## src/rtl/axicb_slv_wr_arbiter_pkg.sv

```systemverilog
// Shared definitions for the slave-side write arbiter: default geometry,
// index-width helper and the AW grant-lock state type.
package axicb_slv_wr_arbiter_pkg;

  localparam int MST_NB_DEF   = 4;
  localparam int AWCH_W_DEF   = 8;
  localparam int WCH_W_DEF    = 8;
  localparam int OSTD_NUM_DEF = 4;

  // Width of an index into n items; never narrower than one bit.
  function automatic int idx_w(input int n);
    return (n < 2) ? 1 : $clog2(n);
  endfunction

  // AW grant lock: HELD freezes the grant while a presented AW waits for ready.
  typedef enum logic [0:0] {
    LOCK_IDLE = 1'b0,
    LOCK_HELD = 1'b1
  } lock_state_e;

endpackage

```

## src/rtl/axicb_slv_wr_arbiter_if.sv

```systemverilog
// Bundle of the concatenated per-master AW/W channels and the shared
// slave-side write channels. The arbiter uses the slave view; whatever
// drives the masters and the downstream slave uses the master view.
interface axicb_slv_wr_arbiter_if
  import axicb_slv_wr_arbiter_pkg::*;
#(
  parameter int MST_NB = MST_NB_DEF,
  parameter int AWCH_W = AWCH_W_DEF,
  parameter int WCH_W  = WCH_W_DEF
);
  logic [MST_NB-1:0]        i_awvalid;
  logic [MST_NB-1:0]        i_awready;
  logic [MST_NB*AWCH_W-1:0] i_awch;
  logic [MST_NB-1:0]        i_wvalid;
  logic [MST_NB-1:0]        i_wready;
  logic [MST_NB-1:0]        i_wlast;
  logic [MST_NB*WCH_W-1:0]  i_wch;
  logic                     o_awvalid;
  logic                     o_awready;
  logic [AWCH_W-1:0]        o_awch;
  logic                     o_wvalid;
  logic                     o_wready;
  logic                     o_wlast;
  logic [WCH_W-1:0]         o_wch;

  modport slave (
    input  i_awvalid, i_awch, i_wvalid, i_wlast, i_wch, o_awready, o_wready,
    output i_awready, i_wready, o_awvalid, o_awch, o_wvalid, o_wlast, o_wch
  );

  modport master (
    output i_awvalid, i_awch, i_wvalid, i_wlast, i_wch, o_awready, o_wready,
    input  i_awready, i_wready, o_awvalid, o_awch, o_wvalid, o_wlast, o_wch
  );
endinterface

```

## src/rtl/axicb_slv_wr_arbiter_rr_core.sv

```systemverilog
// Mask-based round-robin arbiter with a grant lock. The pointer advances
// past the winner on ack; once a grant is presented without ack it is held
// until ack so the granted payload stays stable.
module axicb_slv_wr_arbiter_rr_core
  import axicb_slv_wr_arbiter_pkg::*;
#(
  parameter  int N = MST_NB_DEF,
  localparam int W = idx_w(N)
) (
  input  logic         aclk,
  input  logic         aresetn,
  input  logic [N-1:0] req,
  input  logic         en,
  input  logic         ack,
  output logic [N-1:0] gnt,
  output logic [W-1:0] gnt_idx,
  output logic         locked
);

  logic [W-1:0] ptr_r;
  logic [W-1:0] hold_idx_r;
  lock_state_e  state_r;
  lock_state_e  state_s;
  logic [N-1:0] mask_s;
  logic [N-1:0] pick_s;
  logic [W-1:0] rr_idx_s;
  logic         any_s;

  // Round-robin pick: lowest request at/after the pointer, else lowest overall.
  always_comb begin
    mask_s   = '0;
    rr_idx_s = ptr_r;
    for (int i = 0; i < N; i++) begin
      mask_s[i] = (i >= int'(ptr_r));
    end
    pick_s = (|(req & mask_s)) ? (req & mask_s) : req;
    for (int i = N - 1; i >= 0; i--) begin
      rr_idx_s = pick_s[i] ? W'(i) : rr_idx_s;
    end
  end

  // Grant selection (held index while locked) and lock next-state.
  always_comb begin
    any_s   = (|req) & en;
    gnt_idx = (state_r == LOCK_HELD) ? hold_idx_r : rr_idx_s;
    gnt     = '0;
    state_s = state_r;
    for (int i = 0; i < N; i++) begin
      gnt[i] = any_s & (gnt_idx == W'(i));
    end
    case (state_r)
      LOCK_IDLE: state_s = (any_s & ~ack) ? LOCK_HELD : LOCK_IDLE;
      LOCK_HELD: state_s = ack ? LOCK_IDLE : LOCK_HELD;
      default:   state_s = LOCK_IDLE;
    endcase
  end

  assign locked = (state_r == LOCK_HELD);

  // Lock state, held index and round-robin pointer registers.
  always_ff @(posedge aclk) begin
    if (!aresetn) begin
      state_r    <= LOCK_IDLE;
      hold_idx_r <= '0;
      ptr_r      <= '0;
    end else begin
      state_r <= state_s;
      if (state_r == LOCK_IDLE) begin
        hold_idx_r <= rr_idx_s;
      end
      if (ack) begin
        ptr_r <= (gnt_idx == W'(N - 1)) ? '0 : gnt_idx + W'(1);
      end
    end
  end

endmodule

```

## src/rtl/axicb_slv_wr_arbiter.sv

```systemverilog
// Shares one slave write path among several masters: round-robin AW
// arbitration, with granted indices queued in an order FIFO so W bursts
// are forwarded strictly in AW grant order.
module axicb_slv_wr_arbiter
  import axicb_slv_wr_arbiter_pkg::*;
#(
  parameter int MST_NB   = MST_NB_DEF,
  parameter int AWCH_W   = AWCH_W_DEF,
  parameter int WCH_W    = WCH_W_DEF,
  parameter int OSTD_NUM = OSTD_NUM_DEF
) (
  input  logic                   aclk,
  input  logic                   aresetn,
  axicb_slv_wr_arbiter_if.slave  bus,
  output logic                   o_wr_busy
);

  localparam int MST_W = idx_w(MST_NB);
  localparam int PTR_W = idx_w(OSTD_NUM);
  localparam int CNT_W = PTR_W + 1;

  logic [MST_W-1:0]  fifo_mem_r [OSTD_NUM];
  logic [PTR_W-1:0]  wr_ptr_r;
  logic [PTR_W-1:0]  rd_ptr_r;
  logic [CNT_W-1:0]  cnt_r;
  logic              fifo_full_s;
  logic              fifo_empty_s;
  logic              push_s;
  logic              pop_s;
  logic [MST_W-1:0]  head_s;
  logic [MST_NB-1:0] gnt_s;
  logic [MST_W-1:0]  gnt_idx_s;
  logic              lock_s;

  // Full is taken from the registered count, so a same-cycle pop never unblocks AW.
  assign fifo_full_s  = (cnt_r == CNT_W'(OSTD_NUM));
  assign fifo_empty_s = (cnt_r == CNT_W'(0));

  axicb_slv_wr_arbiter_rr_core #(.N(MST_NB)) u_rr_core (
    .aclk    (aclk),
    .aresetn (aresetn),
    .req     (bus.i_awvalid),
    .en      (~fifo_full_s),
    .ack     (push_s),
    .gnt     (gnt_s),
    .gnt_idx (gnt_idx_s),
    .locked  (lock_s)
  );

  // Combinational AW path from the granted master to the slave.
  always_comb begin
    bus.o_awvalid = (|bus.i_awvalid) & ~fifo_full_s;
    bus.o_awch    = bus.i_awch[int'(gnt_idx_s) * AWCH_W +: AWCH_W];
    bus.i_awready = gnt_s & {MST_NB{bus.o_awready}};
    push_s        = bus.o_awvalid & bus.o_awready;
  end

  // W path follows the FIFO head; every other master is held off.
  always_comb begin
    head_s       = fifo_mem_r[rd_ptr_r];
    bus.o_wvalid = ~fifo_empty_s & bus.i_wvalid[head_s];
    bus.o_wlast  = bus.i_wlast[head_s];
    bus.o_wch    = bus.i_wch[int'(head_s) * WCH_W +: WCH_W];
    bus.i_wready = '0;
    for (int i = 0; i < MST_NB; i++) begin
      bus.i_wready[i] = ~fifo_empty_s & bus.o_wready & (head_s == MST_W'(i));
    end
    pop_s = bus.o_wvalid & bus.o_wready & bus.o_wlast;
  end

  assign o_wr_busy = ~fifo_empty_s | lock_s;

  // Order FIFO: granted index pushed on AW handshake, popped on last W beat.
  always_ff @(posedge aclk) begin
    if (!aresetn) begin
      wr_ptr_r <= '0;
      rd_ptr_r <= '0;
      cnt_r    <= '0;
      for (int i = 0; i < OSTD_NUM; i++) begin
        fifo_mem_r[i] <= '0;
      end
    end else begin
      if (push_s) begin
        fifo_mem_r[wr_ptr_r] <= gnt_idx_s;
        wr_ptr_r             <= wr_ptr_r + PTR_W'(1);
      end
      if (pop_s) begin
        rd_ptr_r <= rd_ptr_r + PTR_W'(1);
      end
      case ({push_s, pop_s})
        2'b10:   cnt_r <= cnt_r + CNT_W'(1);
        2'b01:   cnt_r <= cnt_r - CNT_W'(1);
        default: cnt_r <= cnt_r;
      endcase
    end
  end

endmodule
```

## src/flat_wrapper.sv

```systemverilog
// flat-port wrapper written by rule: the top's interface ports become plain ports
module axicb_slv_wr_arbiter_flat import axicb_slv_wr_arbiter_pkg::*;
#(
  parameter int MST_NB   = MST_NB_DEF,
  parameter int AWCH_W   = AWCH_W_DEF,
  parameter int WCH_W    = WCH_W_DEF,
  parameter int OSTD_NUM = OSTD_NUM_DEF
)
  (aclk, aresetn, o_wr_busy, bus_i_awvalid, bus_i_awch, bus_i_wvalid, bus_i_wlast, bus_i_wch, bus_o_awready, bus_o_wready, bus_i_awready, bus_i_wready, bus_o_awvalid, bus_o_awch, bus_o_wvalid, bus_o_wlast, bus_o_wch);
  axicb_slv_wr_arbiter_if #(.MST_NB(MST_NB), .AWCH_W(AWCH_W), .WCH_W(WCH_W)) bus_i ();
  input  logic aclk;
  input  logic aresetn;
  output logic o_wr_busy;
  input wire logic [$bits(bus_i.i_awvalid)-1:0] bus_i_awvalid;
  input wire logic [$bits(bus_i.i_awch)-1:0] bus_i_awch;
  input wire logic [$bits(bus_i.i_wvalid)-1:0] bus_i_wvalid;
  input wire logic [$bits(bus_i.i_wlast)-1:0] bus_i_wlast;
  input wire logic [$bits(bus_i.i_wch)-1:0] bus_i_wch;
  input wire logic [$bits(bus_i.o_awready)-1:0] bus_o_awready;
  input wire logic [$bits(bus_i.o_wready)-1:0] bus_o_wready;
  output wire logic [$bits(bus_i.i_awready)-1:0] bus_i_awready;
  output wire logic [$bits(bus_i.i_wready)-1:0] bus_i_wready;
  output wire logic [$bits(bus_i.o_awvalid)-1:0] bus_o_awvalid;
  output wire logic [$bits(bus_i.o_awch)-1:0] bus_o_awch;
  output wire logic [$bits(bus_i.o_wvalid)-1:0] bus_o_wvalid;
  output wire logic [$bits(bus_i.o_wlast)-1:0] bus_o_wlast;
  output wire logic [$bits(bus_i.o_wch)-1:0] bus_o_wch;
  assign bus_i.i_awvalid = bus_i_awvalid;
  assign bus_i.i_awch = bus_i_awch;
  assign bus_i.i_wvalid = bus_i_wvalid;
  assign bus_i.i_wlast = bus_i_wlast;
  assign bus_i.i_wch = bus_i_wch;
  assign bus_i.o_awready = bus_o_awready;
  assign bus_i.o_wready = bus_o_wready;
  assign bus_i_awready = bus_i.i_awready;
  assign bus_i_wready = bus_i.i_wready;
  assign bus_o_awvalid = bus_i.o_awvalid;
  assign bus_o_awch = bus_i.o_awch;
  assign bus_o_wvalid = bus_i.o_wvalid;
  assign bus_o_wlast = bus_i.o_wlast;
  assign bus_o_wch = bus_i.o_wch;
  axicb_slv_wr_arbiter #(.MST_NB(MST_NB), .AWCH_W(AWCH_W), .WCH_W(WCH_W), .OSTD_NUM(OSTD_NUM)) u_core (.aclk(aclk), .aresetn(aresetn), .bus(bus_i), .o_wr_busy(o_wr_busy));
endmodule
```

## config.mk

```make
export PLATFORM = sky130hd
export DESIGN_NAME = axicb_slv_wr_arbiter_flat
export DESIGN_NICKNAME = d
export VERILOG_FILES = /design/src/rtl/axicb_slv_wr_arbiter_pkg.sv /design/src/rtl/axicb_slv_wr_arbiter_if.sv /design/src/rtl/axicb_slv_wr_arbiter_rr_core.sv /design/src/rtl/axicb_slv_wr_arbiter.sv /design/src/flat_wrapper.sv
export SDC_FILE = /design/constraint.sdc
export NUM_CORES = 1
export LEC_CHECK = 0
export CAP_MARGIN = 20
export CORE_UTILIZATION = 34
export CTS_CLUSTER_DIAMETER = 50
export DETAILED_ROUTE_END_ITERATION = 7
export GPL_TIMING_DRIVEN = 0
export MAX_ROUTING_LAYER = met4
export PLACE_DENSITY = 0.77
export SYNTH_ARGS = -nofsm -noshare
export SYNTH_HDL_FRONTEND = slang
export SYNTH_SLANG_ARGS = --single-unit
```

## constraint.sdc

```tcl
create_clock -name aclk -period 3.09 [get_ports aclk]
set_input_delay 0.927 -clock aclk [delete_from_list [all_inputs] [get_ports aclk]]
set_output_delay 0.927 -clock aclk [all_outputs]
set_load 0.05 [all_outputs]
```

==> summary.txt <==
Pins Over Slew Limit = 0
post-layout util = 0.6864
final net count = 413
RR Endpoint = u_core.cnt_r[2]
Final Critical Period = 3366 ps
Syn. warnings = 0
max cap viols = 0
DRT Pass-1 Iters = 4
P&R area growth vs syn = 94.45%
Fmax = 297.1 MHz
Sink Count = 22
worst setup path endpoint = bus_o_awch[3]
Hold Vio Cnt, Final = 0
Mapped Nets = 288
CTS root buf = clkbuf_8
WL per Instance = 14.54 microns
Critical Path Start = bus_i_awvalid[1]
violated checks = negative setup slack
worst path cell trace = buf_8 -> nand2b_4 -> a21oi_4 -> o41ai_4 -> buf_4 -> inv_4 -> buf_8 -> nand2_1 -> a22o_1 -> nand3_4 -> buf_8
Core ar. = 5107 sq um
post-synthesis sequential area ratio = 0.2887
WP data required = 2160 ps
Starting Density = 0.3530
Clock Latency Late Sink = 260 ps
I/O pins = 108
reg2reg path depth = 12
Post-synth EDFFs = 8
main combinational cell family by area after synthesis = simple AND/OR/NAND/NOR gates
Setup CP Type = input pin to output pin
complex-gate fraction of the synthesized area = 0.1110
layout cells sized above 1 = 0.3466
Synth Area in XOR/XNOR = 0.02915
Final Wtd Congestion = 0.7492
grt ovf = 0
Worst Skew = 3.320 ps
worst setup margin = -276.0 ps
routed vias/inst = 5.126
gr usage total = 0.2048
Port Buffer Count = 106
CTS tree = yes
Post-synth top flop = dfxtp_1
antenna cells = 0
min-delay src = u_core.cnt_r[2]
first-pass GRT wire length = 8.569 mm
CP peak stage delay = 380 ps
Slew HR = 0.6481
DIE HEIGHT = 74.82 microns
Seq cells post-synth = 22
flop2flop setup slack = 170 ps
distinct cell type count after synthesis = 41
outcome = finished with violations
Final Power = 1.613 mW
Hold Path Depth = 2
row count = 26
footprint of the multi-input gates = 1456 sq um
Final period util = 1.089
DR iter-0 viols = 24
Syn Area/Cell = 8.926 sq um
worst-margin pin slew = 523.8 ps
Final ANT Viol Nets = 0
vias = 2030
Mapped Cells = 202
Static Leak = 1.366 nW
fraction of the mapped netlist area in adder cells = 0.04580
CP Launch Type = input pin
VDD IR max = 0.0003036 V
DIE AREA = 5598 sq um
hpwl dp = 4.329 mm
H-Tree Level Count = 1
HP Class = flip-flop to flip-flop
Top cell by count, worst path = buf_8
Inst Count DP = 378
worst path arrival time = 2440 ps
Post-Syn Area = 1803 sq um
vias in the first global route = 1934
Inserted Clock Buffers = 3
ys async rst share = 0
DRC viols = 0
Reg area = 523.0 sq um
largest net degree at the start of global routing = 14
Power Dens Cells = 460.1 nW/um^2
fill count = 411
# setup viols final = 12
Synth Area in Simple Gates = 0.2831
Finished Layout Cells = 396
Die X-Extent = 74.82 microns
Hold Worst Slack = 531.0 ps
initial antenna violation count = 0
Worst-path clk slew = 80 ps
Critical Path Slowest Stage Cell = o41ai_4
Routed WL = 5.758 mm
RSZ-0062 raised after global routing = true
CTS Buffer Depth = 2
post-synthesis mux area share = 0.1818
Max FO, Critical Path = 10
CP endpoint kind = output pin
[layer usage]
layer	routed length, microns	global-route usage	up-vias
met3	599	0.04016	14
met2	2912	0.3844	106
met4	146	0.07338	0
met5	0	-	-
met1	2100	0.2100	926
li1	-	-	984
[cell usage after synthesis, types with 3 or more instances]
cell type / n / area, sq um
clkbuf_1: 8 / 30.03
and3_1: 4 / 25.02
ha_1: 5 / 62.56
mux4_2: 8 / 180.2
nand2_1: 25 / 93.84
dfxtp_1: 14 / 280.3
and2_1: 10 / 62.56
edfxtp_1: 8 / 240.2
xnor2_1: 5 / 43.79
nand2b_1: 7 / 43.79
nand4_1: 17 / 106.4
nor2b_1: 4 / 25.02
a22o_1: 8 / 70.07
o21ai_0: 6 / 30.03
buf_2: 3 / 15.01
mux2i_1: 7 / 70.07
nor2_1: 15 / 56.30
nor3_1: 3 / 15.01
a21oi_1: 4 / 20.02
inv_1: 8 / 30.03
nand3_1: 9 / 45.04
[report_power, final]
part | internal [mW] | switching [mW]
registers | 0.328 | 0.0261
clock network | 0.141 | 0.0926
logic | 0.473 | 0.553
total | 0.942 | 0.671
[placed cells by master, fill, tap and decap left out, types with 2 or more instances in the layout]
master,synthesis,final
or3_1,2,2
nand3_4,0,9
dfxtp_2,0,2
nand2b_1,7,4
inv_4,0,2
nor2b_1,4,3
buf_4,1,8
ha_4,0,4
edfxtp_1,8,8
clkdlybuf4s50_1,0,75
clkbuf_8,0,4
nand4_1,17,17
o21ai_0,6,6
mux4_2,8,9
buf_2,3,13
nand2b_4,0,3
and3_4,0,4
nand2_2,0,4
and2_1,10,10
nor2_4,0,2
a22o_1,8,8
clkdlybuf4s15_2,0,2
mux2i_1,7,7
dfxtp_1,14,12
xnor2_1,5,5
buf_8,0,16
inv_2,1,2
nor2_1,15,13
nor3_2,0,2
buf_6,2,11
nand2_1,25,20
a21oi_1,4,2
inv_1,8,5
clkbuf_1,8,4
[worst max-delay path: cells and delay by family]
family,cells,cell delay (ps)
AOI/OAI and AO/OA,3,620
and+or+nand+nor,3,280
buffers and inverters,5,610
[worst min-delay path by stage]
stage | to | slack [ps]
global route | u_core.cnt_r[2] | 590
finish | u_core.cnt_r[2] | 530
CTS | u_core.cnt_r[2] | 540
floorplan | u_core.cnt_r[2] | 490
global placement | u_core.cnt_r[2] | 520
detailed placement | u_core.cnt_r[2] | 530
[kinds of logic after synthesis]
group	Yosys count
simple gates	99
compound gates	27
flops	22
fa+ha+maj	6
xor+xnor	6
mux	19
buf+inv	23
[metrics by stage]
step	TNS (ps)	worst slack [ps]	instance area, sq um
2_1_floorplan	-228.9	-180.9	1996
3_3_place_gp	-25170	-1534	3144
3_5_place_dp	-26040	-1581	3144
4_1_cts	-3110	-277.4	3426
5_1_grt	-3615	-324.0	3506
6_report	-2776	-276.0	3506
[cell type report]
cell class              count  share of cell area
plain buffers              14             0.03498
clock buffers               4             0.01892
inverters                   9             0.01106
multi-input cells         157              0.4154
flip-flops and latches     22              0.1492
well taps                  70             0.02498
repair buffers            120              0.3455
[what timing repair did]
item                                    CTS  global route
resized for setup                       213            28
endpoints found under the setup margin   29            27
pin swaps                                26            13
hold buffers                              0             0
cloned                                    1             0
setup buffers                            11             4
No activity file was read; power rests on OpenSTA's default activity.
==> variant 1: new RTL, same flow settings <==
Reset style: asynchronous (`aresetn`), changed in 2 clocked blocks.
--- a/src/rtl/axicb_slv_wr_arbiter_rr_core.sv
+++ b/src/rtl/axicb_slv_wr_arbiter_rr_core.sv
@@ -59,5 +59,5 @@
 
   // Lock state, held index and round-robin pointer registers.
-  always_ff @(posedge aclk) begin
+  always_ff @(posedge aclk or negedge aresetn) begin
     if (!aresetn) begin
       state_r    <= LOCK_IDLE;
--- a/src/rtl/axicb_slv_wr_arbiter.sv
+++ b/src/rtl/axicb_slv_wr_arbiter.sv
@@ -72,5 +72,5 @@
 
   // Order FIFO: granted index pushed on AW handshake, popped on last W beat.
-  always_ff @(posedge aclk) begin
+  always_ff @(posedge aclk or negedge aresetn) begin
     if (!aresetn) begin
       wr_ptr_r <= '0;
Behaviour: differs if aresetn is asserted again (counterexample within 4 cycles, from zero or initial values and one cycle with aresetn low); with aresetn held inactive, the same outputs for 4 cycles.
==> variant 1 against the unedited design <==
  * The run still ends with setup timing left
  * Setup slack improved by 0.027 ns
  * Sequential cell count down 2
  * Final area down 0.36%
  * Synthesized area shrank 5.6%
  * Wire length is 2.0% higher
  * Maximum frequency grew 0.81%
  * Sequential share of layout area is 0.59 points lower
  * Worst hold slack got worse by 0.025 ns
Power is not compared: it rests on default switching activity, and its combinational part moved more than twofold at a synthesized area within 25%.
==> variant 1: results (changes against the unedited design) <==
{| class="wikitable"
! Metric !! Value
|-
| Avg WL per Cell || 16.8 microns (+15%)
|-
| Result of the run || complete, but fails checks
|-
| Final Net Count || 375 (-9.2%)
|-
| Met2 Usage GRT || 0.464 (+0.0798)
|-
| Failing checks || setup timing
|-
| Hold Crit Endpoint || u_core.fifo_mem_r[0]
|-
| Number of unique standard cell types used by synthesis || 36 (-12%)
|-
| Combined global-route utilization of all metal layers || 0.231 (+0.0261)
|-
| GP Congestion || 0.824 (+9.9%)
|-
| CP max stage cell || mux2i_2
|-
| M1 WL || 2040 microns (-3.0%)
|-
| Number of failing setup endpoints in the final timing report || 13 (+1)
|-
| Hold slack || 0.506 ns (-0.0249 ns)
|-
| Area of placed instances || 0.00302 sq mm (-4.0%)
|-
| Worst-case clock skew || 0.00346 ns (+0.000142 ns)
|-
| Total negative setup slack || -2.71 ns (+0.0666 ns)
|-
| Iteration-0 DRC count of the detailed router || 52 (+120%)
|-
| Minimum setup slack among reg-to-reg paths || 0.23 ns (+0.06 ns)
|-
| Net Count, Synth || 253 (-12%)
|-
| Largest delay contributor family on the critical path || buffers and inverters
|-
| PnR worst setup slack || -0.249 ns (+0.0271 ns)
|-
| IO buf count || 107 (+0.94%)
|-
| Grt met1 use || 0.221 (+0.0108)
|-
| Met3 WL || 550 microns (-8.2%)
|-
| First-pass GRT wire length || 8850 microns (+3.3%)
|-
| Part of the Yosys area used for sequential elements || 0.294 (+0.00521)
|-
| Cell types occupying the most area after synthesis || dfrtp_1 29%, mux2i_1 17%, mux4_2 13%
|-
| Startpoint of the most critical hold path || u_core.fifo_mem_r[0]
|-
| Post-CTS Setup Repair Bufs || 10 (-1)
|-
| Vias in the first global route || 1880 (-2.8%)
|}
-- variant 1: cell count changes in the layout (fill, tap and decap cells not counted), moves of 9 or more --
cell / unedited run / this run
nand4_1: 17 / 0
and2_1: 10 / 1
dfxtp_1: 12 / 0
nand3_4: 9 / 0
dfrtp_1: 0 / 20
mux2i_4: 0 / 19
-- variant 1: cell families (layout without fill, tap and decap cells) --
logic type      after synthesis  in the layout  share of synthesized area
mux                          49             49                      0.371
simple gates                 42             42                      0.114
flops                        20             20                      0.294
buf+inv                      20            140                     0.0514
compound gates               16             16                     0.0610
fa+ha+maj                    10             10                     0.0779
xor+xnor                      6              6                     0.0309
-- variant 1: area by class of cell --
type / instances / area (sq um) / share of cell area
well taps: 67 / 83.8 / 0.0240
flip-flops and latches: 20 / 500 / 0.143
clock buffers: 3 / 41.3 / 0.0118
repair buffers: 118 / 1240 / 0.356
multi-input cells: 123 / 1500 / 0.428
plain buffers: 7 / 75.1 / 0.0215
inverters: 12 / 52.6 / 0.0150
==> variant 2: new RTL, same settings <==
Without the edit above. Change the package constant `OSTD_NUM_DEF` from 4 to 8.
--- a/src/rtl/axicb_slv_wr_arbiter_pkg.sv
+++ b/src/rtl/axicb_slv_wr_arbiter_pkg.sv
@@ -6,5 +6,5 @@
   localparam int AWCH_W_DEF   = 8;
   localparam int WCH_W_DEF    = 8;
-  localparam int OSTD_NUM_DEF = 4;
+  localparam int OSTD_NUM_DEF = 8;
 
   // Width of an index into n items; never narrower than one bit.
Function: changed (a bounded check fails within 10 cycles, from zero or initial values and one cycle with aresetn low).
==> variant 2 against the unedited design <==
  * The flow still finishes with violations (setup timing)
  * First-iteration DRC count rose to 2.8 times the old value
  * Highest routed layer unchanged
  * Total power rose by 39%
  * Wire length rose by 48%
  * Synthesized area rose by 32%
  * Cell count rose by 26%
  * Non-clock buffer count rose by 16
  * Setup slack improved by 0.013 ns
  * Sequential cell count rose by 12
  * Critical path type unchanged
  * Final area rose by 36%
==> variant 2: results (changes against the unedited design) <==
{| class="wikitable"
! Metric !! Value
|-
| Post-placement worst setup slack || -1.39 ns (+0.191 ns)
|-
| Worst-path maximum fanout || 5 (-5)
|-
| Iteration-0 DRC count of the detailed router || 66 (+180%)
|-
| PnR worst setup slack || -0.263 ns (+0.0126 ns)
|-
| Failing checks || setup timing
|-
| Number of filler instances in the final layout || 484 (+18%)
|-
| Number of enable flip-flop cells after synthesis || 16 (+8)
|-
| Net Count, Synth || 349 (+21%)
|-
| Total detailed-routing wirelength || 8500 microns (+48%)
|-
| Pin count of the biggest net entering global routing || 12 (-2)
|-
| First-pass GRT wire length || 12800 microns (+50%)
|-
| Cell types occupying the most area after synthesis || edfxtp_1 20%, mux2i_1 17%, dfxtp_1 15%
|-
| Cell count after placement || 463 (+22%)
|-
| Lkg Pwr || 0.00175 uW (+28%)
|-
| Clock transition at the register clock pins on the worst setup and hold paths after CTS || 0.06 ns (-0.02 ns)
|-
| H-Tree Level Count || 2 (+1)
|-
| Switching fraction of total power || 0.403 (-0.0132)
|-
| Detailed-placement wirelength estimate || 5330 microns (+23%)
|-
| Startpoint of the most critical hold path || u_core.rd_ptr_r[1]
|-
| GP Congestion || 0.765 (+2.1%)
|-
| Minimum setup slack among reg-to-reg paths || -0.10 ns (-0.27 ns)
|-
| Depth of the worst register-to-register path || 11 (-1)
|-
| Layout Cells excl Fill || 499 (+26%)
|-
| Number of instances in the synthesized netlist || 260 (+29%)
|-
| Hold slack || 0.487 ns (-0.0445 ns)
|-
| Insertion delay of the later-clocked pin in the worst-skew pair || 0.28 ns (+0.02 ns)
|-
| Share of layout cells above drive strength 1 || 0.422 (+0.0752)
|-
| Initial antenna violation count || 0 (unchanged)
|-
| Slew @ Worst Pin || 0.486 ns (-0.0373 ns)
|-
| Part of the Yosys area used for sequential elements || 0.353 (+0.0639)
|-
| Number of failing setup endpoints in the final timing report || 22 (+10)
|-
| DR vias/cell || 5.13 (about the same)
|-
| Area of placed instances || 0.00377 sq mm (+20%)
|-
| Number of unique standard cell types used by synthesis || 38 (-7.3%)
|-
| Commonest cells in the synthesized netlist || 40 x mux2i_1, 30 x nor2_1, 24 x nand2_1
|-
| Vias in the first global route || 2648 (+37%)
|-
| Result of the run || complete, but fails checks
|-
| Combined global-route utilization of all metal layers || 0.239 (+0.0339)
|-
| Final Net Count || 491 (+19%)
|}
## variant 2: power groups by stage
stage | Sequential (uW) | Clock, uW | Combinational (uW)
finish | 542 | 308 | 1400
global route | 548 | 336 | 1460
CTS | 537 | 315 | 1320
detailed placement | 544 | 0 | 998
global placement | 543 | 0 | 982
floorplan | 536 | 0 | 681
## variant 2: critical path: stages
cell and delay, ns:
buf_8 0.11, nor3b_4 0.22, a2111oi_4 0.08, o31ai_1 0.20
buf_4 0.20, clkbuf_16 0.18, mux2i_2 0.25, mux2i_4 0.09
buf_6 0.16
## variant 2: timing repair
item                                    4_1_cts  5_1_grt
buffers inserted                             22        6
hold buffers                                  0        0
cloned                                        4        2
resized for setup                           306       56
pin swaps                                    18       18
endpoints found under the setup margin       31       30
## variant 2: area by class of cell
cell class,count,area (sq um),share of cell area
plain buffers,13,163,0.0340
well taps,96,120,0.0251
repair buffers,137,1430,0.299
clock inverters,2,8.76,0.00183
flip-flops and latches,34,845,0.177
inverters,9,43.8,0.00916
multi-input cells,202,2100,0.439
clock buffers,6,72.6,0.0152
## variant 2: worst paths after layout
path	to
setup reg to reg	u_core.cnt_r[3]
setup / recovery	bus_o_awch[0]
hold reg to reg	flip-flop
hold / removal	flip-flop
## variant 2: cells by family after synthesis
logic type	count (synthesis)	share of synthesized area
simple gates	92	0.188
compound gates	50	0.131
mux	46	0.222
flops	34	0.353
buf+inv	24	0.0409
fa+ha+maj	9	0.0472
xor+xnor	5	0.0184
## variant 2: metal layers
layer	wire length [microns]	vias up	track usage
li1	-	1211	-
met1	2850	1168	0.223
met2	4550	157	0.442
met3	797	22	0.0818
met4	308	0	0.102
met5	0	-	-
